===== config.mk =====
export PLATFORM = sky130hd
export DESIGN_NAME = result_bcd_converter_flat
export DESIGN_NICKNAME = d
export VERILOG_FILES = /design/src/rtl/calc_pkg.sv /design/src/rtl/result_bcd_converter_if.sv /design/src/rtl/bcd_add3.sv /design/src/rtl/result_bcd_converter.sv /design/src/flat_wrapper.sv
export SDC_FILE = /design/constraint.sdc
export NUM_CORES = 1
export LEC_CHECK = 0
export CORE_MARGIN = 5
export CORE_UTILIZATION = 46
export CTS_BUF_LIST = sky130_fd_sc_hd__clkbuf_2
export DETAILED_ROUTE_END_ITERATION = 10
export PLACE_DENSITY_LB_ADDON = 0.2
export REMOVE_ABC_BUFFERS = 1
export SLEW_MARGIN = 20
export SYNTH_ARGS = -nofsm -noshare
export SYNTH_HDL_FRONTEND = slang
export SYNTH_SLANG_ARGS = --single-unit
export TNS_END_PERCENT = 5

===== constraint.sdc =====
create_clock -name clk -period 1.7 [get_ports clk]
set_input_delay 0.17 -clock clk [delete_from_list [all_inputs] [get_ports clk]]
set_output_delay 0.17 -clock clk [all_outputs]
set_load 0.02 [all_outputs]

===== src/rtl/calc_pkg.sv =====
//------------------------------------------------------------------------------
// Module : calc_pkg
// Brief  : Shared calculator types and default widths for the BCD result path.
// Rev    : 1.0 - initial release
//------------------------------------------------------------------------------
`default_nettype none

package calc_pkg;

  typedef enum logic [1:0] {
    IDLE   = 2'd0,
    SHIFT  = 2'd1,
    FINISH = 2'd2
  } state_t;

  localparam int DEF_IN_W = 16;
  localparam int DEF_NDIG = 5;
  localparam int BCD_W    = 4;

endpackage

`default_nettype wire


===== src/rtl/result_bcd_converter_if.sv =====
//------------------------------------------------------------------------------
// Module : result_bcd_converter_if
// Brief  : ALU-side request and display-side result bundle for the converter.
// Rev    : 1.0 - initial release
//------------------------------------------------------------------------------
`default_nettype none

interface result_bcd_converter_if
  import calc_pkg::*;
#(
  parameter int IN_W = DEF_IN_W,
  parameter int NDIG = DEF_NDIG
);

  logic                  start;
  logic [IN_W-1:0]       result;
  logic                  neg;
  logic                  busy;
  logic                  done;
  logic [BCD_W*NDIG-1:0] digits;
  logic                  sign;
  logic [2:0]            num_digits;

  modport master (
    output start, result, neg,
    input  busy, done, digits, sign, num_digits
  );

  modport slave (
    input  start, result, neg,
    output busy, done, digits, sign, num_digits
  );

endinterface

`default_nettype wire


===== src/rtl/bcd_add3.sv =====
//------------------------------------------------------------------------------
// Module : bcd_add3
// Brief  : Double-dabble digit correction: adds 3 when the digit is 5 or more.
// Rev    : 1.0 - initial release
//------------------------------------------------------------------------------
`default_nettype none

module bcd_add3 (
  input  wire logic [3:0] i_val,
  output      logic [3:0] o_val
);

  assign o_val = (i_val >= 4'd5) ? (i_val + 4'd3) : i_val;

endmodule

`default_nettype wire


===== src/rtl/result_bcd_converter.sv =====
//------------------------------------------------------------------------------
// Module : result_bcd_converter
// Brief  : Serial binary-to-BCD converter (one bit per clock) for the display.
// Rev    : 1.0 - initial release
//------------------------------------------------------------------------------
`default_nettype none

module result_bcd_converter
  import calc_pkg::*;
#(
  parameter int IN_W = DEF_IN_W,
  parameter int NDIG = DEF_NDIG
) (
  input wire logic              clk,
  input wire logic              rst,
  result_bcd_converter_if.slave bus
);

  localparam int CNT_W   = $clog2(IN_W + 1);
  localparam int BCD_TOT = BCD_W * NDIG;
  localparam logic [CNT_W-1:0] c_last_bit = CNT_W'(IN_W - 1);

  state_t               r_state;
  state_t               w_next_state;
  logic                 w_load;
  logic                 w_last;

  logic [IN_W-1:0]      r_bin;
  logic [BCD_TOT-1:0]   r_bcd;
  logic [CNT_W-1:0]     r_cnt;
  logic                 r_sign_cap;

  logic [BCD_TOT-1:0]   w_corr;
  logic [BCD_TOT-1:0]   w_bcd_next;
  logic [2:0]           w_num_digits;

  logic [BCD_TOT-1:0]   r_digits;
  logic                 r_sign;
  logic [2:0]           r_num_digits;

  always_ff @(posedge clk or posedge rst) begin
    if (rst) begin
      r_state <= IDLE;
    end else begin
      r_state <= w_next_state;
    end
  end

  always_comb begin
    w_next_state = r_state;
    w_load       = 1'b0;
    w_last       = 1'b0;
    case (r_state)
      IDLE: begin
        if (bus.start) begin
          w_load       = 1'b1;
          w_next_state = SHIFT;
        end
      end
      SHIFT: begin
        if (r_cnt == c_last_bit) begin
          w_last       = 1'b1;
          w_next_state = FINISH;
        end
      end
      FINISH:  w_next_state = IDLE;
      default: w_next_state = IDLE;
    endcase
  end

  for (genvar i = 0; i < NDIG; i++) begin : g_add3
    bcd_add3 u_add3 (
      .i_val (r_bcd [i*BCD_W +: BCD_W]),
      .o_val (w_corr[i*BCD_W +: BCD_W])
    );
  end

  // Correction and shift share one cycle: the corrected digits shift left with the next binary MSB.
  assign w_bcd_next = {w_corr[BCD_TOT-2:0], r_bin[IN_W-1]};

  always_comb begin
    w_num_digits = 3'd1;
    for (int i = 1; i < NDIG; i++) begin
      if (w_bcd_next[i*BCD_W +: BCD_W] != '0) begin
        w_num_digits = 3'(i + 1);
      end
    end
  end

  always_ff @(posedge clk or posedge rst) begin
    if (rst) begin
      r_bin        <= '0;
      r_bcd        <= '0;
      r_cnt        <= '0;
      r_sign_cap   <= 1'b0;
      r_digits     <= '0;
      r_sign       <= 1'b0;
      r_num_digits <= 3'd1;
    end else begin
      if (w_load) begin
        r_bin      <= bus.result;
        r_bcd      <= '0;
        r_cnt      <= '0;
        r_sign_cap <= bus.neg && (bus.result != '0);
      end else if (r_state == SHIFT) begin
        r_bin <= {r_bin[IN_W-2:0], 1'b0};
        r_bcd <= w_bcd_next;
        r_cnt <= r_cnt + CNT_W'(1);
      end
      if (w_last) begin
        r_digits     <= w_bcd_next;
        r_sign       <= r_sign_cap;
        r_num_digits <= w_num_digits;
      end
    end
  end

  assign bus.busy       = (r_state == SHIFT);
  assign bus.done       = (r_state == FINISH);
  assign bus.digits     = r_digits;
  assign bus.sign       = r_sign;
  assign bus.num_digits = r_num_digits;

endmodule

`default_nettype wire


===== src/flat_wrapper.sv =====
// flat-port wrapper written by rule: the top's interface ports become plain ports
module result_bcd_converter_flat import calc_pkg::*;
#(
  parameter int IN_W = DEF_IN_W,
  parameter int NDIG = DEF_NDIG
)
  (clk, rst, bus_start, bus_result, bus_neg, bus_busy, bus_done, bus_digits, bus_sign, bus_num_digits);
  result_bcd_converter_if #(.IN_W(IN_W), .NDIG(NDIG)) bus_i ();
  input wire logic clk;
  input wire logic rst;
  input wire logic [$bits(bus_i.start)-1:0] bus_start;
  input wire logic [$bits(bus_i.result)-1:0] bus_result;
  input wire logic [$bits(bus_i.neg)-1:0] bus_neg;
  output wire logic [$bits(bus_i.busy)-1:0] bus_busy;
  output wire logic [$bits(bus_i.done)-1:0] bus_done;
  output wire logic [$bits(bus_i.digits)-1:0] bus_digits;
  output wire logic [$bits(bus_i.sign)-1:0] bus_sign;
  output wire logic [$bits(bus_i.num_digits)-1:0] bus_num_digits;
  assign bus_i.start = bus_start;
  assign bus_i.result = bus_result;
  assign bus_i.neg = bus_neg;
  assign bus_busy = bus_i.busy;
  assign bus_done = bus_i.done;
  assign bus_digits = bus_i.digits;
  assign bus_sign = bus_i.sign;
  assign bus_num_digits = bus_i.num_digits;
  result_bcd_converter #(.IN_W(IN_W), .NDIG(NDIG)) u_core (.clk(clk), .rst(rst), .bus(bus_i));
endmodule

==> impl_metrics.yaml <==
synth:
  syn-instance-count: 339
  synth_commonest_cells: "67 x sky130_fd_sc_hd__dfrtp_1, 67 x sky130_fd_sc_hd__nand2_1, 46 x sky130_fd_sc_hd__o21ai_0"
  synth-seq-cells: 68
  synth_area_um2: 3210
  synth-edff-count: 0
  synthTopCellsByArea: "sky130_fd_sc_hd__dfrtp_1 52%, sky130_fd_sc_hd__nand2_1 7.8%, sky130_fd_sc_hd__o21ai_0 7.2%"
  synth.yosys.warnings: 0
  netlist.top_cell.by_area: "sky130_fd_sc_hd__dfrtp_1"
  postSynthAreaPerCell_um2: 9.48
  synth_sequential_area_ratio_pct: 53.0
  post-synth-top-area-fraction_pct: 52.2
  synth_cell_type_count: 41
  postSynth.topFlopCell: "sky130_fd_sc_hd__dfrtp_1"
  ys_async_sr_fraction_pct: 100
setup_path:
  most_common_cell_type_on_the_critical_path: "sky130_fd_sc_hd__buf_4"
  critPathTopFamily: "compound AO/OA/AOI/OAI gates"
  critical_path_peak_fanout: 5
  cp_data_required_time_ns: 2.15
  worstSetupStartpointType: "register"
  data_arrival_time_of_the_worst_path_ns: 2.23
  slowest_delay_ns: 0.47
  critPathSlowestCell: "sky130_fd_sc_hd__dfrtp_1"
  criticalPathCategory: "reg -> reg"
  critical_path.endpoint_type: "register"
  total_buffers_and_inverters_traversed_by_the_critical_path: 2
  crit_path_cell_trace: "buf_4 > o21ai_0 > nor3b_1 > a21oi_1 > buf_4 > o211ai_1 > o21ai_2 > a21oi_2"
grt:
  grt-ovfl-total: 0
  antenna_found_initial: 0
  grt_util_all_layers_pct: 17.7
  grt_pass1_wl_um: 12200
  largest_net_degree_at_the_start_of_global_routing: 69
  grt_pass1_vias: 2689
flow_run:
  drv.max_cap_violation_count: 0
detailed_routing:
  drt-wirelength-per-cell_um: 14.4
  vias_per_cell: 5.17
  routed_wirelength_um: 7510
  num_vias: 2705
  drt_iter0_markers: 170
  drc: 0
  postRouteAntennaNets: 0
  drt_pass1_iterations: 4
sta:
  maxClockFrequency_mhz: 562
  finalCriticalPeriod_ns: 1.78
  setup_slack_ns: -0.0783
  worst_pin_slew_ns: 0.389
  final.period_utilization_pct: 105
  grt_setup_unrepaired: "true"
  timing.clock.skew_ns: 0.0265
  worst_hold_check_slack_ns: 0.0396
  setup-violations-final: 3
  maxSlewViolCount: 0
  slew_headroom_pct: 74.0
  finalHoldViolCount: 0
placement:
  port_buffers: 45
  place_worst_setup_slack_ns: -0.0955
  gp_routability_congestion: 0.839
  place.detailed.hpwl_um: 5070
  placed_cells: 507
pwr:
  share_seq_of_total_power_pct: 33.9
  net_sw_share_pct: 42.1
  power_frac_comb_pct: 57.4
  power_leakage_uw: 0.00220
  p_switching_uw: 3470
  vdd_ir_drop_max_mv: 0.691
  cell_internal_pwr_uw: 4770
  report.power.total_uw: 8240
  power.density_nw_per_um2: 1910
  clkPwrFrac_pct: 8.7
floorplanning:
  chipHeight_um: 93.6
  die-width_um: 93.6
  std_cell_rows: 30
  core_area_um2: 6790
  floorplan.initialDensity_pct: 47.3
  num_io_pins: 46
  die_area_um2: 8760
run_status:
  violations: "setup timing"
  outcome: "complete, but fails checks"
clock_tree:
  cts_max_level: 3
  clk_transition_reported_paths_ns: 0.19
  clock_sink_count: 68
  tritoncts_buffers: 9
  tritoncts_clock_tree: "built"
  holdBufCountCts: 0
  clock-root-buffer: "sky130_fd_sc_hd__clkbuf_2"
  clk_latency_ns: 0.49
  maximum_clock_insertion_buffer_count: 2
hold_path:
  hold_path_class: "in -> async"
final_layout:
  signed_area_change_from_the_synthesized_netlist_to_the_final_layout_pct: 33.9
  non_filler_instance_count_after_layout: 523
  final_nets: 455
  diodes: 0
  final_layout_size_suffix_gt1_share_pct: 20.8
area by class of cell:
| cell class | count | area, um^2 |
|---|---|---|
| timing repair buffer | 89 | 858 |
| clock buffer | 10 | 50.0 |
| inverter | 15 | 58.8 |
| clock inverter | 5 | 20.0 |
| fill | 585 | 2490 |
| tap | 96 | 120 |
| multi-input combinational | 240 | 1500 |
| sequential | 68 | 1700 |
power groups by stage:
stage               registers [uW]  clock network, uW  logic (uW)
detailed placement            2810                  0        4400
global placement              2780                  0        4270
finish                        2800                715        4730
CTS                           2770                742        4420
floorplan                     3000                  0        2220
global route                  2900                821        5260
routing by layer:
| metal | track usage (%) | wire length, um | up-vias |
|---|---|---|---|
| li1 | - | - | 1343 |
| met1 | 21.6 | 3370 | 1291 |
| met2 | 29.7 | 3640 | 57 |
| met3 | 4.51 | 340 | 14 |
| met4 | 7.10 | 150 | 0 |
| met5 | 0 | 0 | - |
cells by family (layout without fill, tap and decap cells):
family                   after synthesis  count (layout)  share of synthesized area (%)
multiplexers                           3               3                           1.17
flip-flops                            68              68                           53.0
AND/OR/NAND/NOR                      130             130                           19.3
buffers and inverters                 31             119                           3.81
AO/OA/AOI/OAI                         90              90                           16.7
adder cells (fa/ha/maj)               12              12                           4.67
XOR/XNOR                               5               5                           1.36
flip-flops by register name, indices dropped and copies added (netlist names):
signal	cells
u_core.bus.sign	1
u_core.bus.digits	20
u_core.bus.num_digits	3
u_core.r_bcd	20
u_core.r_sign_cap	1
u_core.r_state	2
u_core.r_bin	16
u_core.r_cnt	5
path summary, 6_finish.rpt:
path	startpoint	to	slack, ns	cells after the start
hold reg to reg	u_core.bus.digits[9]	u_core.bus.digits[9]	0.49	2
min in group clk	bus_result[0]	u_core.r_bin[0]	0.25	3
setup / recovery	u_core.r_bcd[4]	u_core.bus.num_digits[0]	-0.08	8
setup reg to reg	u_core.r_bcd[4]	u_core.bus.num_digits[0]	-0.08	8
max in group asynchronous	rst	u_core.bus.num_digits[0]	1.36	3
hold / removal	rst	u_core.bus.digits[15]	0.04	3
timing repair:
action                                  4_1_cts  5_1_grt
pin swaps                                     2        7
resized for setup                            10       48
endpoints found under the setup margin        8       40
setup buffers                                 0        1
tightest hold or removal path: stages:
cell	delay (ns)
sky130_fd_sc_hd__clkdlybuf4s50_1	0.41
sky130_fd_sc_hd__inv_2	0.07
sky130_fd_sc_hd__buf_12	0.31
placed cells by master (no fill, tap or decap), types with 3 or more instances in the layout:
master,Yosys,final
sky130_fd_sc_hd__nand2_1,67,67
sky130_fd_sc_hd__dfrtp_1,67,67
sky130_fd_sc_hd__o21ai_0,46,44
sky130_fd_sc_hd__buf_4,0,41
sky130_fd_sc_hd__nand3_1,23,22
sky130_fd_sc_hd__dlymetal6s2s_1,0,21
sky130_fd_sc_hd__clkdlybuf4s50_1,0,19
sky130_fd_sc_hd__a22oi_1,15,15
sky130_fd_sc_hd__clkbuf_2,0,10
sky130_fd_sc_hd__a21oi_1,10,9
sky130_fd_sc_hd__nor3b_1,8,8
sky130_fd_sc_hd__o21ai_1,7,8
sky130_fd_sc_hd__ha_1,12,8
sky130_fd_sc_hd__nor2_1,7,7
sky130_fd_sc_hd__inv_1,13,7
sky130_fd_sc_hd__inv_2,2,7
sky130_fd_sc_hd__nor3_1,5,5
sky130_fd_sc_hd__nor4_1,4,4
sky130_fd_sc_hd__nand2b_4,0,4
sky130_fd_sc_hd__xnor2_1,5,4
sky130_fd_sc_hd__clkinv_1,0,4
sky130_fd_sc_hd__dlygate4sd2_1,0,4
sky130_fd_sc_hd__ha_4,0,3
per-stage QoR:
stage | instance area [um^2] | util, % | TNS [ns]
global route | 4310 | 63.4 | -0.775
detailed placement | 4070 | 59.9 | -0.196
CTS | 4140 | 60.9 | -0.153
finish | 4310 | 63.4 | -0.161
floorplan | 3150 | - | -50.34
global placement | 4070 | 59.9 | -0.0505
No activity file was read; power rests on OpenSTA's default activity.
==> RTL change 1 (config.mk and constraints unchanged) <==
Re-encode `state_t` (3 states) as one-hot, 3 bits wide.
--- a/src/rtl/calc_pkg.sv
+++ b/src/rtl/calc_pkg.sv
@@ -7,10 +7,10 @@
 
 package calc_pkg;
 
-  typedef enum logic [1:0] {
-    IDLE   = 2'd0,
-    SHIFT  = 2'd1,
-    FINISH = 2'd2
+  typedef enum logic [2:0] {
+    IDLE   = 3'b001,
+    SHIFT  = 3'b010,
+    FINISH = 3'b100
   } state_t;
 
   localparam int DEF_IN_W = 16;
Behaviour: same outputs for any inputs over 10 cycles, from zero or initial values and one cycle with rst high; not proved beyond that.
==> RTL change 1 against the original RTL <==
- sequential cell count increased by 1
- fmax fell by 3.9%
- critical path depth decreased by 1
- synthesized cell count fell by 2.9%
- final area increased by 6.6%
- largest cell class unchanged
- wire length grew 4.7%
- the run still ends with negative setup slack left
- via count grew 1.9%
- synthesized area is 3.0% higher
- setup slack worse by 0.073 ns
- core utilization is 0.94 points higher
Power is not compared: it rests on default switching activity, and its combinational part moved more than twofold at a synthesized area within 25%.
==> RTL change 1: results (changes against the original RTL) <==
- Outcome: finished with violations (unchanged)
- Failing checks: negative setup slack (unchanged)
- PnR worst setup slack: -0.151 ns (was -0.0783 ns)
- Met2 Wirelength: 4130 um (was 3640 um)
- CP max FO: 4 (was 5)
- Met3 Use GR: 0.0446 (was 0.0451)
- Synthesized flop and latch total: 69 (was 68)
- Resize count post-CTS: 17 (was 10)
- FF/Latch Area: 1730 sq um (was 1700 sq um)
- Rel. slew slack: 0.665 (was 0.740)
- Reg2reg start: u_core.r_bcd[16]$_DFFE_PP0P_ (was u_core.r_bcd[4]$_DFFE_PP0P_)
- Dominant cells by area after synthesis: dfrtp_1 (51%), nand2_1 (6.8%), o21ai_0 (5.3%) (was dfrtp_1 (52%), nand2_1 (7.8%), o21ai_0 (7.2%))
- #MultiIn Comb: 231 (was 240)
- Setup violations, final: 5 (was 3)
- Largest net degree at the start of global routing: 43 (was 69)
- Nets: 457 (was 455)
- Top cells by count, synth: dfrtp_1 (67), nand2_1 (60), o21ai_0 (35), a21oi_1 (20), mux2i_1 (16) (was dfrtp_1 (67), nand2_1 (67), o21ai_0 (46), nand3_1 (23), a22oi_1 (15))
- Post-route insts no fill: 529 (was 523)
- Gpl congestion: 0.798 (was 0.839)
- Share of cells above drive strength 1: 0.253 (was 0.208)
- WL per Instance: 14.9 um (was 14.4 um)
- Worst hold slack: 0.245 ns (was 0.0396 ns)
- Multi-input logic area: 1640 sq um (was 1500 sq um)
- Reg-to-Reg End: u_core.bus.num_digits[1]$_DFFE_PP0P_ (was u_core.bus.num_digits[0]$_DFFE_PP1P_)
- NonClk Buf Share: 0.208 (was 0.199)
## RTL change 1: cell count changes after synthesis, sizes merged, moves of 4 or more
cell   change
nand3     -18
o21ai     -17
mux2i     +16
a22oi     -13
a22o      +12
a21oi      +8
nor2       +8
nand2      -4
nor3       -4
## RTL change 1: worst max-delay path, stage by stage, from the launching register on
cell      delay [ns]
dfrtp_2         0.52
ha_4            0.17
nand2b_4        0.14
a21oi_4         0.17
buf_4           0.14
mux2i_4         0.08
nor4b_4         0.36
a32o_1          0.23
## RTL change 1: kinds of logic (layout without fill, tap and decap cells)
| group | after synthesis | after routing | share of synthesized area |
|---|---|---|---|
| and+or+nand+nor | 112 | 112 | 0.171 |
| DFF | 69 | 69 | 0.522 |
| buffers and inverters | 29 | 130 | 0.0371 |
| adders and majority gates | 12 | 12 | 0.0454 |
| AOI/OAI and AO/OA | 81 | 81 | 0.148 |
| xor gates and xnor gates | 8 | 8 | 0.0212 |
| muxes | 18 | 18 | 0.0552 |
==> RTL change 2 (same flow settings) <==
Made on the original files. `DEF_NDIG`: 5 -> 6.
--- a/src/rtl/calc_pkg.sv
+++ b/src/rtl/calc_pkg.sv
@@ -14,7 +14,7 @@
   } state_t;
 
   localparam int DEF_IN_W = 16;
-  localparam int DEF_NDIG = 5;
+  localparam int DEF_NDIG = 6;
   localparam int BCD_W    = 4;
 
 endpackage
Ports: changed (resized bus_digits); port bits go from 46 to 50. The function was not compared with the original's and may differ.
==> RTL change 2 against the original RTL <==
- the run still ends with negative setup slack left
- setup slack worse by 0.088 ns
- final area is 13% higher
- sequential cell count is 8 higher
- synthesized area is 14% higher
- fmax is 4.7% lower
- wire length is 10% higher
- worst hold slack worse by 0.017 ns
- power is 24% higher
- critical endpoint is now u_core.bus.num_digits[1]$_DFFE_PP0P_
==> RTL change 2: results (changes against the original RTL) <==
- Outcome: finished with violations (unchanged)
- Failing checks: negative setup slack (unchanged)
- Avg Vias per Cell: 5.23 (was 5.17)
- Rel. slew slack: 0.678 (was 0.740)
- Sw Pwr: 4.09 mW (was 3.47 mW)
- Met2 Resource Use GR: 0.276 (was 0.297)
- Adder-cell share of the synthesized area: 0.0477 (was 0.0467)
- Hpwl dp: 5680 um (was 5070 um)
- Leak: 2.32 nW (was 2.20 nW)
- Top cells by count, synth: dfrtp_1 (75), nand2_1 (74), o21ai_0 (51), nand3_1 (26), clkbuf_1 (16) (was dfrtp_1 (67), nand2_1 (67), o21ai_0 (46), nand3_1 (23), a22oi_1 (15))
- Dpl cells: 560 (was 507)
- Worst VDD drop: 723 uV (was 691 uV)
- First-pass GRT wire length: 13800 um (was 12200 um)
- Share of cells above drive strength 1: 0.210 (was 0.208)
- DRT iter0 DRCs: 95 (was 170)
- WL per Instance: 14.3 um (was 14.4 um)
- Gpl congestion: 0.889 (was 0.839)
- Compound-Gate Fraction of Synth Area: 0.166 (was 0.167)
- Sequential fraction of the synthesis area: 0.519 (was 0.530)
- Core ar.: 7770 sq um (was 6790 sq um)
- CP max FO: 4 (was 5)
- Met3 WL post-DR: 287 um (was 340 um)
- Dominant cells by area after synthesis: dfrtp_1 (51%), nand2_1 (7.6%), o21ai_0 (7.0%) (was dfrtp_1 (52%), nand2_1 (7.8%), o21ai_0 (7.2%))
- Setup violations, final: 3 (unchanged)
- PnR worst setup slack: -0.166 ns (was -0.0783 ns)
- Placed cell area: 4560 sq um (was 4070 sq um)
- Met3 Use GR: 0.0302 (was 0.0451)
- Post-synthesis cell type count: 42 (was 41)
- Nets: 506 (was 455)
- CP max stage delay: 0.44 ns (was 0.47 ns)
- DP Worst Slack: -0.168 ns (was -0.0955 ns)
- Setup TNS Final: -0.320 ns (was -0.161 ns)
- Port bufs: 49 (was 45)
- Clock Pin Slew Worst Setup and Hold Paths: 0.22 ns (was 0.19 ns)
- Met2 Wirelength: 4000 um (was 3640 um)
- WL final: 8260 um (was 7510 um)
- Largest net degree at the start of global routing: 77 (was 69)
- GR Util All Layers: 0.174 (was 0.177)
- Async S/R FF share, synth: 1.00 (unchanged)
- Post-Synthesis Cells: 383 (was 339)
- Multiplexer share of the synthesized area: 0.0170 (was 0.0117)
- Worst-Skew Late Latency: 0.52 ns (was 0.49 ns)
- XOR/XNOR Fraction of Synth Area: 0.0143 (was 0.0136)
- M1 GR Usage: 0.232 (was 0.216)
- Reg2reg start: u_core.r_bcd[4]$_DFFE_PP0P_ (unchanged)
- Wire length on met1: 3860 um (was 3370 um)
- Clock skew: 0.0257 ns (was 0.0265 ns)
==> RTL change 2: final cells by class <==
class                      instances  area, sq um
inverter                          17         73.8
tap                              102          128
sequential                        76         1900
multi-input combinational        271         1700
fill                             653         2900
clock inverter                     7          163
clock buffer                       9         45.0
timing repair buffer              97          850
==> RTL change 2: path summary, 6_finish.rpt <==
check / cells past startpoint / slack (ns) / endpoint
max: 8 / -0.17 / u_core.bus.num_digits[1]$_DFFE_PP0P_
min: 3 / 0.02 / u_core.bus.digits[19]$_DFFE_PP0P_
max reg2reg: 8 / -0.17 / u_core.bus.num_digits[1]$_DFFE_PP0P_
min reg2reg: 2 / 0.50 / u_core.bus.digits[12]$_DFFE_PP0P_
max in group asynchronous: 3 / 1.35 / u_core.bus.num_digits[0]$_DFFE_PP1P_
min in group clk: 3 / 0.17 / u_core.r_sign_cap$_DFFE_PP0P_
==> RTL change 2: timing repair <==
action | in CTS | in global routing
resized for setup | 43 | 25
setup buffers | 0 | 3
setup endpoints to repair | 38 | 26
pin swaps | 4 | 2
hold buffers | 0 | 0
==> RTL change 2: tightest hold or removal path: cells and delay by family <==
kind                   cells  cell delay (ns)
buffers and inverters      3             0.82
==> RTL change 2: power groups by stage <==
stage	registers (mW)	logic, mW	clock network, mW
after floorplan	3.41	2.68	0
after global placement	3.14	5.08	0
after detailed placement	3.18	5.24	0
after CTS	3.14	5.22	1.61
after global routing	3.26	6.06	1.68
final	3.15	5.47	1.59
==> RTL change 2: logic make-up (layout without fill, tap and decap cells) <==
| logic type | after synthesis | count (layout) |
|---|---|---|
| AOI/OAI and AO/OA | 103 | 103 |
| xor gates and xnor gates | 6 | 6 |
| buffers and inverters | 36 | 130 |
| adders and majority gates | 14 | 14 |
| muxes | 5 | 5 |
| and+or+nand+nor | 143 | 143 |
| DFF | 76 | 76 |
